--- config.mk ---
export PLATFORM = sky130hd
export DESIGN_NAME = axi_line_ctrl_flat
export DESIGN_NICKNAME = d
export VERILOG_FILES = /design/src/rtl/axi_line_ctrl_if.sv /design/src/rtl/axi_line_ctrl.sv /design/src/flat_wrapper.sv
export SDC_FILE = /design/constraint.sdc
export NUM_CORES = 1
export LEC_CHECK = 0
export ABC_AREA = 0
export CORE_MARGIN = 5
export CORE_UTILIZATION = 35
export CTS_CLUSTER_DIAMETER = 200
export CTS_CLUSTER_SIZE = 25
export DETAILED_ROUTE_END_ITERATION = 16
export PLACE_DENSITY = 0.79
export SYNTH_ARGS = -nofsm -noshare
export SYNTH_HDL_FRONTEND = slang
export SYNTH_SLANG_ARGS = --single-unit
--- constraint.sdc ---
create_clock -name i_clk -period 2.3 [get_ports i_clk]
set_input_delay 0.46 -clock i_clk [delete_from_list [all_inputs] [get_ports i_clk]]
set_output_delay 0.46 -clock i_clk [all_outputs]
set_load 0.1 [all_outputs]
--- src/rtl/axi_line_ctrl_if.sv ---
// Bundle of request, line-buffer strobe and AXI burst signals for the line controller.
// The master side is the controller itself; the slave side is whatever drives requests
// and models the AXI slave and shift buffer.
interface axi_line_ctrl_if #(
  parameter int ADDR_WIDTH = 32
);
  logic                  i_rd_req;
  logic                  i_wr_req;
  logic [ADDR_WIDTH-1:0] i_addr;
  logic                  o_busy;
  logic                  o_done;
  logic                  o_fifo_load;
  logic                  o_fifo_shift;
  logic [ADDR_WIDTH-1:0] o_araddr;
  logic [7:0]            o_arlen;
  logic                  o_arvalid;
  logic                  i_arready;
  logic                  i_rvalid;
  logic                  o_rready;
  logic [ADDR_WIDTH-1:0] o_awaddr;
  logic [7:0]            o_awlen;
  logic                  o_awvalid;
  logic                  i_awready;
  logic                  o_wvalid;
  logic                  i_wready;
  logic                  o_wlast;
  logic                  i_bvalid;
  logic                  o_bready;

  modport master (
    input  i_rd_req, i_wr_req, i_addr,
    input  i_arready, i_rvalid, i_awready, i_wready, i_bvalid,
    output o_busy, o_done, o_fifo_load, o_fifo_shift,
    output o_araddr, o_arlen, o_arvalid, o_rready,
    output o_awaddr, o_awlen, o_awvalid, o_wvalid, o_wlast, o_bready
  );

  modport slave (
    output i_rd_req, i_wr_req, i_addr,
    output i_arready, i_rvalid, i_awready, i_wready, i_bvalid,
    input  o_busy, o_done, o_fifo_load, o_fifo_shift,
    input  o_araddr, o_arlen, o_arvalid, o_rready,
    input  o_awaddr, o_awlen, o_awvalid, o_wvalid, o_wlast, o_bready
  );
endinterface

--- src/rtl/axi_line_ctrl.sv ---
// Cache line refill / writeback controller. Issues one fixed-length AXI burst per
// accepted request and steers the external line shift buffer: a parallel load
// before a writeback, one shift per data beat in either direction.
module axi_line_ctrl #(
  parameter int AXI_DATA_WIDTH = 32,
  parameter int LINE_WIDTH     = 512,
  parameter int ADDR_WIDTH     = 32
) (
  input  logic            i_clk,
  input  logic            i_arst,
  axi_line_ctrl_if.master bus
);

  localparam int BEATS = LINE_WIDTH / AXI_DATA_WIDTH;
  localparam int CNT_W = (BEATS > 1) ? $clog2(BEATS) : 1;
  localparam logic [CNT_W-1:0] LAST_BEAT = CNT_W'(BEATS - 1);
  localparam logic [ADDR_WIDTH-1:0] LINE_MASK = ADDR_WIDTH'((LINE_WIDTH / 8) - 1);

  typedef enum logic [2:0] {
    IDLE,
    RD_ADDR,
    RD_DATA,
    WR_ADDR,
    WR_DATA,
    WR_RESP
  } state_t;

  state_t                state;
  state_t                state_next;
  logic [CNT_W-1:0]      count;
  logic [CNT_W-1:0]      count_next;
  logic [ADDR_WIDTH-1:0] line_addr;
  logic                  accept;
  logic                  done_set;
  logic                  done_q;

  // Next-state, beat counter and all handshake strobes; the buffer shift is the only
  // output allowed to follow a ready/valid input within the same cycle. Requests are
  // masked while reset is held so the load strobe cannot leak out during reset.
  always_comb begin
    state_next       = state;
    count_next       = count;
    accept           = 1'b0;
    done_set         = 1'b0;
    bus.o_fifo_load  = 1'b0;
    bus.o_fifo_shift = 1'b0;
    bus.o_arvalid    = 1'b0;
    bus.o_rready     = 1'b0;
    bus.o_awvalid    = 1'b0;
    bus.o_wvalid     = 1'b0;
    bus.o_wlast      = 1'b0;
    bus.o_bready     = 1'b0;
    case (state)
      IDLE: begin
        if (!i_arst) begin
          if (bus.i_wr_req) begin
            accept          = 1'b1;
            bus.o_fifo_load = 1'b1;
            count_next      = '0;
            state_next      = WR_ADDR;
          end else if (bus.i_rd_req) begin
            accept     = 1'b1;
            count_next = '0;
            state_next = RD_ADDR;
          end
        end
      end
      RD_ADDR: begin
        bus.o_arvalid = 1'b1;
        if (bus.i_arready) begin
          state_next = RD_DATA;
        end
      end
      RD_DATA: begin
        bus.o_rready     = 1'b1;
        bus.o_fifo_shift = bus.i_rvalid;
        if (bus.i_rvalid) begin
          if (count == LAST_BEAT) begin
            count_next = '0;
            done_set   = 1'b1;
            state_next = IDLE;
          end else begin
            count_next = count + 1'b1;
          end
        end
      end
      WR_ADDR: begin
        bus.o_awvalid = 1'b1;
        if (bus.i_awready) begin
          state_next = WR_DATA;
        end
      end
      WR_DATA: begin
        bus.o_wvalid     = 1'b1;
        bus.o_fifo_shift = bus.i_wready;
        bus.o_wlast      = (count == LAST_BEAT);
        if (bus.i_wready) begin
          if (count == LAST_BEAT) begin
            count_next = '0;
            state_next = WR_RESP;
          end else begin
            count_next = count + 1'b1;
          end
        end
      end
      WR_RESP: begin
        bus.o_bready = 1'b1;
        if (bus.i_bvalid) begin
          done_set   = 1'b1;
          state_next = IDLE;
        end
      end
      default: begin
        state_next = IDLE;
      end
    endcase
  end

  // State, beat counter and the registered completion pulse; reset aborts silently.
  always_ff @(posedge i_clk or posedge i_arst) begin
    if (i_arst) begin
      state  <= IDLE;
      count  <= '0;
      done_q <= 1'b0;
    end else begin
      state  <= state_next;
      count  <= count_next;
      done_q <= done_set;
    end
  end

  // Line-aligned address captured on acceptance and held for the whole transaction.
  always_ff @(posedge i_clk or posedge i_arst) begin
    if (i_arst) begin
      line_addr <= '0;
    end else if (accept) begin
      line_addr <= bus.i_addr & ~LINE_MASK;
    end
  end

  assign bus.o_busy   = (state != IDLE);
  assign bus.o_done   = done_q;
  assign bus.o_araddr = line_addr;
  assign bus.o_awaddr = line_addr;
  assign bus.o_arlen  = 8'(BEATS - 1);
  assign bus.o_awlen  = 8'(BEATS - 1);

endmodule

--- src/flat_wrapper.sv ---
// flat-port wrapper written by rule: the top's interface ports become plain ports
module axi_line_ctrl_flat 
#(
  parameter int AXI_DATA_WIDTH = 32,
  parameter int LINE_WIDTH     = 512,
  parameter int ADDR_WIDTH     = 32
)
  (i_clk, i_arst, bus_i_rd_req, bus_i_wr_req, bus_i_addr, bus_i_arready, bus_i_rvalid, bus_i_awready, bus_i_wready, bus_i_bvalid, bus_o_busy, bus_o_done, bus_o_fifo_load, bus_o_fifo_shift, bus_o_araddr, bus_o_arlen, bus_o_arvalid, bus_o_rready, bus_o_awaddr, bus_o_awlen, bus_o_awvalid, bus_o_wvalid, bus_o_wlast, bus_o_bready);
  axi_line_ctrl_if #(.ADDR_WIDTH(ADDR_WIDTH)) bus_i ();
  input  logic i_clk;
  input  logic i_arst;
  input wire logic [$bits(bus_i.i_rd_req)-1:0] bus_i_rd_req;
  input wire logic [$bits(bus_i.i_wr_req)-1:0] bus_i_wr_req;
  input wire logic [$bits(bus_i.i_addr)-1:0] bus_i_addr;
  input wire logic [$bits(bus_i.i_arready)-1:0] bus_i_arready;
  input wire logic [$bits(bus_i.i_rvalid)-1:0] bus_i_rvalid;
  input wire logic [$bits(bus_i.i_awready)-1:0] bus_i_awready;
  input wire logic [$bits(bus_i.i_wready)-1:0] bus_i_wready;
  input wire logic [$bits(bus_i.i_bvalid)-1:0] bus_i_bvalid;
  output wire logic [$bits(bus_i.o_busy)-1:0] bus_o_busy;
  output wire logic [$bits(bus_i.o_done)-1:0] bus_o_done;
  output wire logic [$bits(bus_i.o_fifo_load)-1:0] bus_o_fifo_load;
  output wire logic [$bits(bus_i.o_fifo_shift)-1:0] bus_o_fifo_shift;
  output wire logic [$bits(bus_i.o_araddr)-1:0] bus_o_araddr;
  output wire logic [$bits(bus_i.o_arlen)-1:0] bus_o_arlen;
  output wire logic [$bits(bus_i.o_arvalid)-1:0] bus_o_arvalid;
  output wire logic [$bits(bus_i.o_rready)-1:0] bus_o_rready;
  output wire logic [$bits(bus_i.o_awaddr)-1:0] bus_o_awaddr;
  output wire logic [$bits(bus_i.o_awlen)-1:0] bus_o_awlen;
  output wire logic [$bits(bus_i.o_awvalid)-1:0] bus_o_awvalid;
  output wire logic [$bits(bus_i.o_wvalid)-1:0] bus_o_wvalid;
  output wire logic [$bits(bus_i.o_wlast)-1:0] bus_o_wlast;
  output wire logic [$bits(bus_i.o_bready)-1:0] bus_o_bready;
  assign bus_i.i_rd_req = bus_i_rd_req;
  assign bus_i.i_wr_req = bus_i_wr_req;
  assign bus_i.i_addr = bus_i_addr;
  assign bus_i.i_arready = bus_i_arready;
  assign bus_i.i_rvalid = bus_i_rvalid;
  assign bus_i.i_awready = bus_i_awready;
  assign bus_i.i_wready = bus_i_wready;
  assign bus_i.i_bvalid = bus_i_bvalid;
  assign bus_o_busy = bus_i.o_busy;
  assign bus_o_done = bus_i.o_done;
  assign bus_o_fifo_load = bus_i.o_fifo_load;
  assign bus_o_fifo_shift = bus_i.o_fifo_shift;
  assign bus_o_araddr = bus_i.o_araddr;
  assign bus_o_arlen = bus_i.o_arlen;
  assign bus_o_arvalid = bus_i.o_arvalid;
  assign bus_o_rready = bus_i.o_rready;
  assign bus_o_awaddr = bus_i.o_awaddr;
  assign bus_o_awlen = bus_i.o_awlen;
  assign bus_o_awvalid = bus_i.o_awvalid;
  assign bus_o_wvalid = bus_i.o_wvalid;
  assign bus_o_wlast = bus_i.o_wlast;
  assign bus_o_bready = bus_i.o_bready;
  axi_line_ctrl #(.AXI_DATA_WIDTH(AXI_DATA_WIDTH), .LINE_WIDTH(LINE_WIDTH), .ADDR_WIDTH(ADDR_WIDTH)) u_core (.i_clk(i_clk), .i_arst(i_arst), .bus(bus_i));
endmodule
==> impl_metrics.env, run 1 <==
export IMPL_num_rows=27
export IMPL_fmax_mhz=482
export IMPL_clock_latency_ps=270
export IMPL_r2r_cells=5
export IMPL_cap_violations=0
export IMPL_end_kind="output port"
export IMPL_start_kind="register"
export IMPL_dpl_hpwl_um=3650
export IMPL_reg2reg_slack_ps=490
export IMPL_synth_top_area_frac=0.435
export IMPL_antenna_found_initial=0
export IMPL_synth_area_leaders="dfrtp_1 43%, buf_4 21%, mux2_2 9.8%, mux2_1 5.8%, nand2_1 1.7%"
export IMPL_cts_made_buffers=5
export IMPL_netlist_top_cell_by_area="dfrtp_1"
export IMPL_cp_slowest_stage_delay_ps=590
export IMPL_critical_path_top_delay_family="flip-flops"
export IMPL_overflow=0
export IMPL_die_w_um=84.8
export IMPL_cp_depth=3
export IMPL_drt_iter0_markers=30
export IMPL_hold_slack_ps=523
export IMPL_critPathKind="reg2out"
export IMPL_cts_sinks=34
export IMPL_grt_pass1_wl_um=7230
export IMPL_dpl_cell_area_um2=2670
export IMPL_worst_slack_ps=227
export IMPL_synth_flop_cell="dfrtp_1"
export IMPL_cp_max_fo=12
export IMPL_drive_above_1_share=0.373
export IMPL_crit_slowest_cell="dfrtp_1"
export IMPL_fin_crit_sh=0.901
export IMPL_ctsResizeCount=0
export IMPL_r2r_start="u_core.state[0]"
export IMPL_grt_usage=0.123
export IMPL_tightest_slew_ps=530
export IMPL_core_um2=5470
export IMPL_place_congestion=0.853
export IMPL_vias=1442
export IMPL_path_clk_slew_ps=70
export IMPL_dieHeight_um=84.8
export IMPL_synth_edf_count=0
export IMPL_hold_buffers=0
export IMPL_finalSetupViolCount=0
export IMPL_grt_max_degree=35
export IMPL_syn_area_um2=1960
export IMPL_root_buffer="clkbuf_8"
export IMPL_cts_tree="yes"
export IMPL_syn2layout_area_growth_pct=41.0
export IMPL_dr_pass1_iters=4
export IMPL_post_cts_setup_buffers=0
export IMPL_design_die_area_um2=7190
export IMPL_post_drt_wl_per_cell_um=13.6
export IMPL_ios=131
export IMPL_synth_seq_cells=34
export IMPL_port_buffers=96
export IMPL_synth_most_common_cell="buf_4"
export IMPL_clock_path_buffers=2
export IMPL_dpl_worst_slack_ps=248
export IMPL_regToRegEndpoint="u_core.bus.o_araddr[7]"
export IMPL_routed_wl_um=4460
export IMPL_synthTopCellsByCount="54 x buf_4, 34 x dfrtp_1, 17 x mux2_2"
export IMPL_postSynthAreaPerCell_um2=10.8
export IMPL_nFillCells=514
export IMPL_ys_seq_area_frac=0.435
export IMPL_status="finished clean"
export IMPL_cts_htree_levels=2
export IMPL_hold_path_endpoint="u_core.bus.o_araddr[14]"
export IMPL_slew_violations=0
export IMPL_crit_buf_inv=1
export IMPL_final_antenna_net_count=0
export IMPL_routed_via_density=4.41
export IMPL_initial_utilization=0.358
export IMPL_hold_viol_final=0
export IMPL_cp_required_ps=1840
export IMPL_design_area_um2=2760
export IMPL_drcViolationCount=0
export IMPL_grt_pass1_vias=1467
export IMPL_hp_start="u_core.bus.o_araddr[14]"
export IMPL_fin_skew_ps=2.72
export IMPL_final_net_count=296
export IMPL_antennaDiodeCount=0
export IMPL_async_flop_share=1.00
export IMPL_synthesis_instances=181
export IMPL_crit_chain="nor2b_1, and2_1, buf_12"
export IMPL_hold_path_class="reg2reg"
export IMPL_yosys_warnings=0
export IMPL_cp_arrival_ps=1610
export IMPL_rsz0062_at_grt="no"
export IMPL_ys_types=35
export IMPL_hold_depth=1
export IMPL_min_period_ps=2070
export IMPL_slew_headroom=0.647
## how the worst max path moves through the flow
stage / start / to / slack (ps)
after floorplan: u_core.state[0] / bus_o_arvalid / -160
after global placement: bus_i_rvalid / bus_o_fifo_shift / 250
after detailed placement: i_arst / u_core.count[3] / 250
after CTS: u_core.state[1] / bus_o_awvalid / 200
after global routing: u_core.state[0] / bus_o_fifo_shift / 120
final: u_core.state[1] / bus_o_awvalid / 230
## cell families (layout without fill, tap and decap cells)
logic type | after synthesis | after routing | share of synthesized area
buf+inv | 64 | 112 | 0.235
simple gates | 36 | 36 | 0.101
flops | 34 | 34 | 0.435
mux | 28 | 28 | 0.160
compound gates | 16 | 16 | 0.0588
other cells | 2 | 28 | 0.00384
fa+ha+maj | 1 | 1 | 0.00639
## per-stage QoR
step	instances	util	setup TNS [ps]
floorplan	207	-	-447
global placement	319	0.488	0
detailed placement	319	0.488	0
CTS	327	0.505	0
global route	327	0.505	0
finish	327	0.505	0
## per-layer routing
metal / GRT usage / share of wire
met4: 0.0331 / 0.0092
met2: 0.214 / 0.50
met5: 0 / 0
met3: 0.0520 / 0.12
met1: 0.139 / 0.37
## flip-flops by register name, indices dropped and copies added, names as in the netlist
register	cells
u_core.state	3
u_core.bus.o_done	1
u_core.count	4
u_core.bus.o_araddr	26
## area by class of cell
type | instances | area [um2] | area share
clock buffer | 7 | 86.3 | 0.0313
clock inverter | 1 | 5.00 | 0.00181
inverter | 5 | 18.8 | 0.00680
multi-input combinational | 109 | 757 | 0.274
sequential | 34 | 851 | 0.308
tap | 72 | 90.1 | 0.0326
timing repair buffer | 99 | 953 | 0.345
## placed cells by master, fill, tap and decap left out, types with 2 or more instances in the layout
cell type	instances
nand2_1	9
o21ai_0	3
mux2_1	10
buf_4	55
and3_1	2
dfrtp_1	34
clkdlybuf4s50_1	34
nor2b_1	3
a21oi_1	3
and2_1	2
a22o_1	2
nor2_1	5
mux2_2	17
conb_1	28
nand2b_1	2
clkbuf_8	6
buf_12	10
nor3_1	2
nand3_1	4
inv_1	5
## worst register-to-register path, delay by kind of cell, from the launching register on
kind,cells,cell delay (ps)
multiplexers,1,370
buffers and inverters,1,210
flip-flops,1,570
AND/OR/NAND/NOR,3,540
Power of run 1 is not shown: default switching activity piles up to over one toggle a cycle in this logic, so the estimate is an artifact.
==> run 2: changes to the inputs <==
--- a/config.mk
+++ b/config.mk
@@ -11,6 +11,7 @@
 export CTS_CLUSTER_DIAMETER = 200
 export CTS_CLUSTER_SIZE = 25
 export DETAILED_ROUTE_END_ITERATION = 16
+export MAX_ROUTING_LAYER = met4
 export PLACE_DENSITY = 0.79
 export SYNTH_ARGS = -nofsm -noshare
 export SYNTH_HDL_FRONTEND = slang
==> constraint.sdc (replaced) <==
create_clock -name i_clk -period 2.3 [get_ports i_clk]
set_input_delay 0.69 -clock i_clk [delete_from_list [all_inputs] [get_ports i_clk]]
set_output_delay 0.69 -clock i_clk [all_outputs]
set_load 0.1 [all_outputs]
==> run 2 against run 1 <==
Sequential share of layout area fell by 1.1 points. Core utilization rose by 2.1 points. Sequential cell count did not move. Critical path depth rose by 2. Worst setup slack got worse by 190 ps. Register-to-register slack got worse by 140 ps. First-iteration DRC count rose by 57%. Routed wire length rose by 4.2%. Largest cell class unchanged.
==> impl_metrics.env, run 2 (synthesis results as in run 1) <==
export IMPL_status="finished clean"
export IMPL_antenna_found_initial=0
export IMPL_ios=131
export IMPL_grt_pass1_wl_um=7310
export IMPL_syn2layout_area_growth_pct=46.8
export IMPL_final_common_cell="buf_4"
export IMPL_setup_tns_ps=0
export IMPL_num_rows=27
export IMPL_rsz0062_at_grt="no"
export IMPL_cts_tree="yes"
export IMPL_routed_via_density=4.41
export IMPL_place_congestion=0.908
export IMPL_final_net_count=308
export IMPL_port_buffers=96
export IMPL_fmax_mhz=442
export IMPL_hold_path_class="reg2reg"
export IMPL_grt_pass1_vias=1472
export IMPL_hold_viol_final=0
export IMPL_min_period_ps=2260
export IMPL_core_um2=5470
export IMPL_slew_violations=0
export IMPL_cts_htree_levels=2
export IMPL_drive_above_1_share=0.423
export IMPL_post_drt_wl_per_cell_um=13.7
export IMPL_cp_required_ps=1610
export IMPL_initial_utilization=0.358
export IMPL_critPathKind="in2out"
export IMPL_cp_max_fo=2
export IMPL_start_kind="input port"
export IMPL_worst_slack_ps=36.9
export IMPL_routed_wl_um=4650
export IMPL_design_die_area_um2=7190
export IMPL_die_w_um=84.8
export IMPL_vias=1495
export IMPL_cts_made_buffers=5
export IMPL_fin_crit_sh=0.984
export IMPL_grt_max_degree=27
export IMPL_final_antenna_net_count=0
export IMPL_cts_sinks=34
export IMPL_dr_pass1_iters=4
export IMPL_cp_arrival_ps=1570
export IMPL_root_buffer="clkbuf_8"
export IMPL_path_clk_slew_ps=60
export IMPL_fin_skew_ps=3.99
export IMPL_end_kind="output port"
export IMPL_finalSetupViolCount=0
export IMPL_cap_violations=0
export IMPL_dpl_hpwl_um=3590
export IMPL_final_cell_mix="67 x buf_4, 32 x dfrtp_1, 30 x clkdlybuf4s50_1"
export IMPL_largest_reg_flops=26
export IMPL_clock_latency_ps=270
export IMPL_drcViolationCount=0
export IMPL_dpl_worst_slack_ps=-219
export IMPL_drt_iter0_markers=47
export IMPL_dieHeight_um=84.8
export IMPL_clock_path_buffers=2
export IMPL_antennaDiodeCount=0
export IMPL_overflow=0
export IMPL_grt_usage=0.129
==> run 2: worst max-delay path, stage by stage <==
cell           delay, ps
dlygate4sd2_1        250
nor2b_2              170
a32oi_2              210
inv_2                 70
buf_12               170
==> run 2: final timing paths <==
kind	startpoint	endpoint	slack, ps	depth (start not counted)
setup / recovery	bus_i_rvalid	bus_o_fifo_shift	40	5
hold / removal	u_core.bus.o_araddr[12]	u_core.bus.o_araddr[12]	520	1
setup reg to reg	u_core.state[2]	u_core.count[3]	350	8
hold reg to reg	u_core.bus.o_araddr[12]	u_core.bus.o_araddr[12]	520	1
max in group asynchronous	i_arst	u_core.state[2]	1370	4
min in group asynchronous	i_arst	u_core.state[0]	730	4
==> run 2: metal layers <==
layer | part of all wire | vias up | global-route usage | wire (um)
met5 | 0 | - | - | 0
met4 | 0.0080 | 0 | 0.0403 | 37
met3 | 0.12 | 5 | 0.0569 | 578
met2 | 0.50 | 95 | 0.207 | 2320
met1 | 0.37 | 697 | 0.145 | 1710
li1 | - | 698 | - | -
==> run 2: repair_timing <==
action | 4_1_cts | 5_1_grt
resized for setup | 9 | 3
buffers inserted | 5 | 0
hold buffers | 0 | 0
setup endpoints to repair | 2 | 3
pin swaps | 3 | 0
gates cloned | 0 | 0
==> run 2: metrics by stage <==
stage | util | instance area (um2) | instances | hold WS, ps
floorplan | - | 2070 | 207 | 502
global placement | 0.497 | 2720 | 326 | 496
detailed placement | 0.497 | 2720 | 326 | 507
CTS | 0.523 | 2860 | 339 | 522
global route | 0.525 | 2870 | 339 | 548
finish | 0.525 | 2870 | 339 | 518
==> run 2: layout make-up <==
type                       instances  area, um2
sequential                        34        853
tap                               72       90.1
multi-input combinational        109        778
fill                             490       2600
clock buffer                       7       86.3
inverter                           5       18.8
timing repair buffer             111       1040
clock inverter                     1       5.00
Power of run 2 is left out for the same reason.
==> run 3: changes to the inputs <==
--- a/config.mk
+++ b/config.mk
@@ -7,12 +7,13 @@
 export LEC_CHECK = 0
 export ABC_AREA = 0
 export CORE_MARGIN = 5
-export CORE_UTILIZATION = 35
+export CORE_UTILIZATION = 36
 export CTS_CLUSTER_DIAMETER = 200
 export CTS_CLUSTER_SIZE = 25
 export DETAILED_ROUTE_END_ITERATION = 16
 export MAX_ROUTING_LAYER = met4
-export PLACE_DENSITY = 0.79
+export PLACE_DENSITY = 0.81
+export RECOVER_POWER = 50
 export SYNTH_ARGS = -nofsm -noshare
 export SYNTH_HDL_FRONTEND = slang
 export SYNTH_SLANG_ARGS = --single-unit
==> run 3 against run 2 <==
Count of clock-buffer cells in the layout decreased by 1. First-iteration DRC count decreased by 38%. Worst setup slack improved by 3.6 ps. Clock skew decreased by 1.3 ps. Via count decreased by 0.47%. Worst hold slack got worse by 6.2 ps. Routed wire length decreased by 2.6%. Maximum frequency increased by 0.16%. Register-to-register slack improved by 220 ps. Global-route usage increased by 0.49 points. Sequential cell count unchanged. Critical path depth decreased by 2. Critical path type unchanged.
==> impl_metrics.env, run 3 (synthesis results as in run 1) <==
export IMPL_cp_arrival_ps=1570
export IMPL_drive_above_1_share=0.405
export IMPL_core_um2=5200
export IMPL_final_antenna_net_count=0
export IMPL_cp_required_ps=1610
export IMPL_fmax_mhz=443
export IMPL_final_net_count=302
export IMPL_grt_use_met3=0.0612
export IMPL_fin_skew_ps=2.66
export IMPL_dr_pass1_iters=4
export IMPL_r2r_cells=5
export IMPL_tightest_slew_ps=1310
export IMPL_slew_violations=0
export IMPL_die_w_um=83.8
export IMPL_hold_slack_ps=512
export IMPL_grt_use_met1=0.144
export IMPL_antennaDiodeCount=0
export IMPL_cts_made_buffers=5
export IMPL_post_drt_wl_per_cell_um=13.8
export IMPL_dieHeight_um=83.8
export IMPL_hold_path_class="reg2reg"
export IMPL_antenna_found_initial=0
export IMPL_end_kind="output port"
export IMPL_hold_viol_final=0
export IMPL_cts_tree="yes"
export IMPL_grtUsageMet2=0.219
export IMPL_rsz0062_at_grt="no"
export IMPL_min_period_ps=2260
export IMPL_regArea_um2=855
export IMPL_cap_violations=0
export IMPL_overflow=0
export IMPL_initial_utilization=0.376
export IMPL_path_clk_slew_ps=60
export IMPL_utilization=0.526
export IMPL_final_cell_mix="31 x buf_4, 31 x dfrtp_1, 30 x clkdlybuf4s50_1"
export IMPL_grt_max_degree=27
export IMPL_routed_via_density=4.52
export IMPL_slew_headroom=0.125
export IMPL_vias=1488
export IMPL_cts_sinks=34
export IMPL_grt_pass1_wl_um=7420
export IMPL_grt_pass1_vias=1485
export IMPL_status="finished clean"
export IMPL_cts_htree_levels=2
export IMPL_drcViolationCount=0
export IMPL_place_congestion=0.922
export IMPL_root_buffer="clkbuf_8"
export IMPL_ios=131
export IMPL_critPathKind="in2out"
export IMPL_fin_crit_sh=0.982
export IMPL_cp_max_fo=2
export IMPL_top_usage_layer="met2"
export IMPL_grt_usage=0.134
export IMPL_syn2layout_area_growth_pct=39.8
export IMPL_hold_buffers=0
export IMPL_port_buffers=96
export IMPL_nFillCells=484
export IMPL_start_kind="input port"
export IMPL_hold_depth=1
export IMPL_clock_path_buffers=2
export IMPL_clock_latency_ps=270
export IMPL_routed_wl_um=4530
export IMPL_multi_input_area_um2=777
export IMPL_largest_reg_flops=26
export IMPL_num_rows=26
export IMPL_design_die_area_um2=7010
export IMPL_drt_iter0_markers=29
export IMPL_finalSetupViolCount=0
export IMPL_dpl_hpwl_um=3680
-- run 3: worst paths after layout --
kind | startpoint | to | slack (ps)
worst min-delay path | u_core.bus.o_araddr[9] | u_core.bus.o_araddr[9] | 510
max in group asynchronous | i_arst | u_core.state[2] | 360
min in group asynchronous | i_arst | u_core.count[1] | 740
worst max register to register | u_core.state[0] | u_core.bus.o_araddr[28] | 570
worst min register to register | u_core.bus.o_araddr[9] | u_core.bus.o_araddr[9] | 510
worst max-delay path | bus_i_wr_req | bus_o_fifo_load | 40
-- run 3: critical path, cell delays in order --
cell	delay (ps)
clkdlybuf4s50_1	500
and3_4	210
buf_12	170
-- run 3: metrics by stage --
| step | area (um2) | cells | worst slack, ps | setup TNS (ps) |
|---|---|---|---|---|
| 2_1_floorplan | 2070 | 207 | -392 | -1140 |
| 3_3_place_gp | 2710 | 322 | -173 | -326 |
| 3_5_place_dp | 2710 | 322 | -205 | -341 |
| 4_1_cts | 2810 | 329 | -4.68 | -4.68 |
| 5_1_grt | 2740 | 329 | 11.7 | 0 |
| 6_report | 2740 | 329 | 40.5 | 0 |
-- run 3: what timing repair did --
| item | 4_1_cts | 5_1_grt |
|---|---|---|
| endpoints found under the setup margin | 2 | 5 |
| setup buffers | 1 | 0 |
| resized for setup | 9 | 2 |
| pin swaps | 1 | 0 |
-- run 3: area by class of cell --
| cell class | count | area share |
|---|---|---|
| repair buffers | 105 | 0.335 |
| flip-flops and latches | 34 | 0.312 |
| multi-input cells | 109 | 0.284 |
| well taps | 70 | 0.0320 |
| clock buffers | 6 | 0.0302 |
| inverters | 5 | 0.00686 |
-- run 3: per-layer routing --
layer,vias up,routed length [um],part of all wire
met5,-,0,0
met3,8,561,0.12
met4,0,48,0.011
met1,695,1780,0.39
met2,100,2130,0.47
li1,685,-,-
Power of run 3 is left out for the same reason.
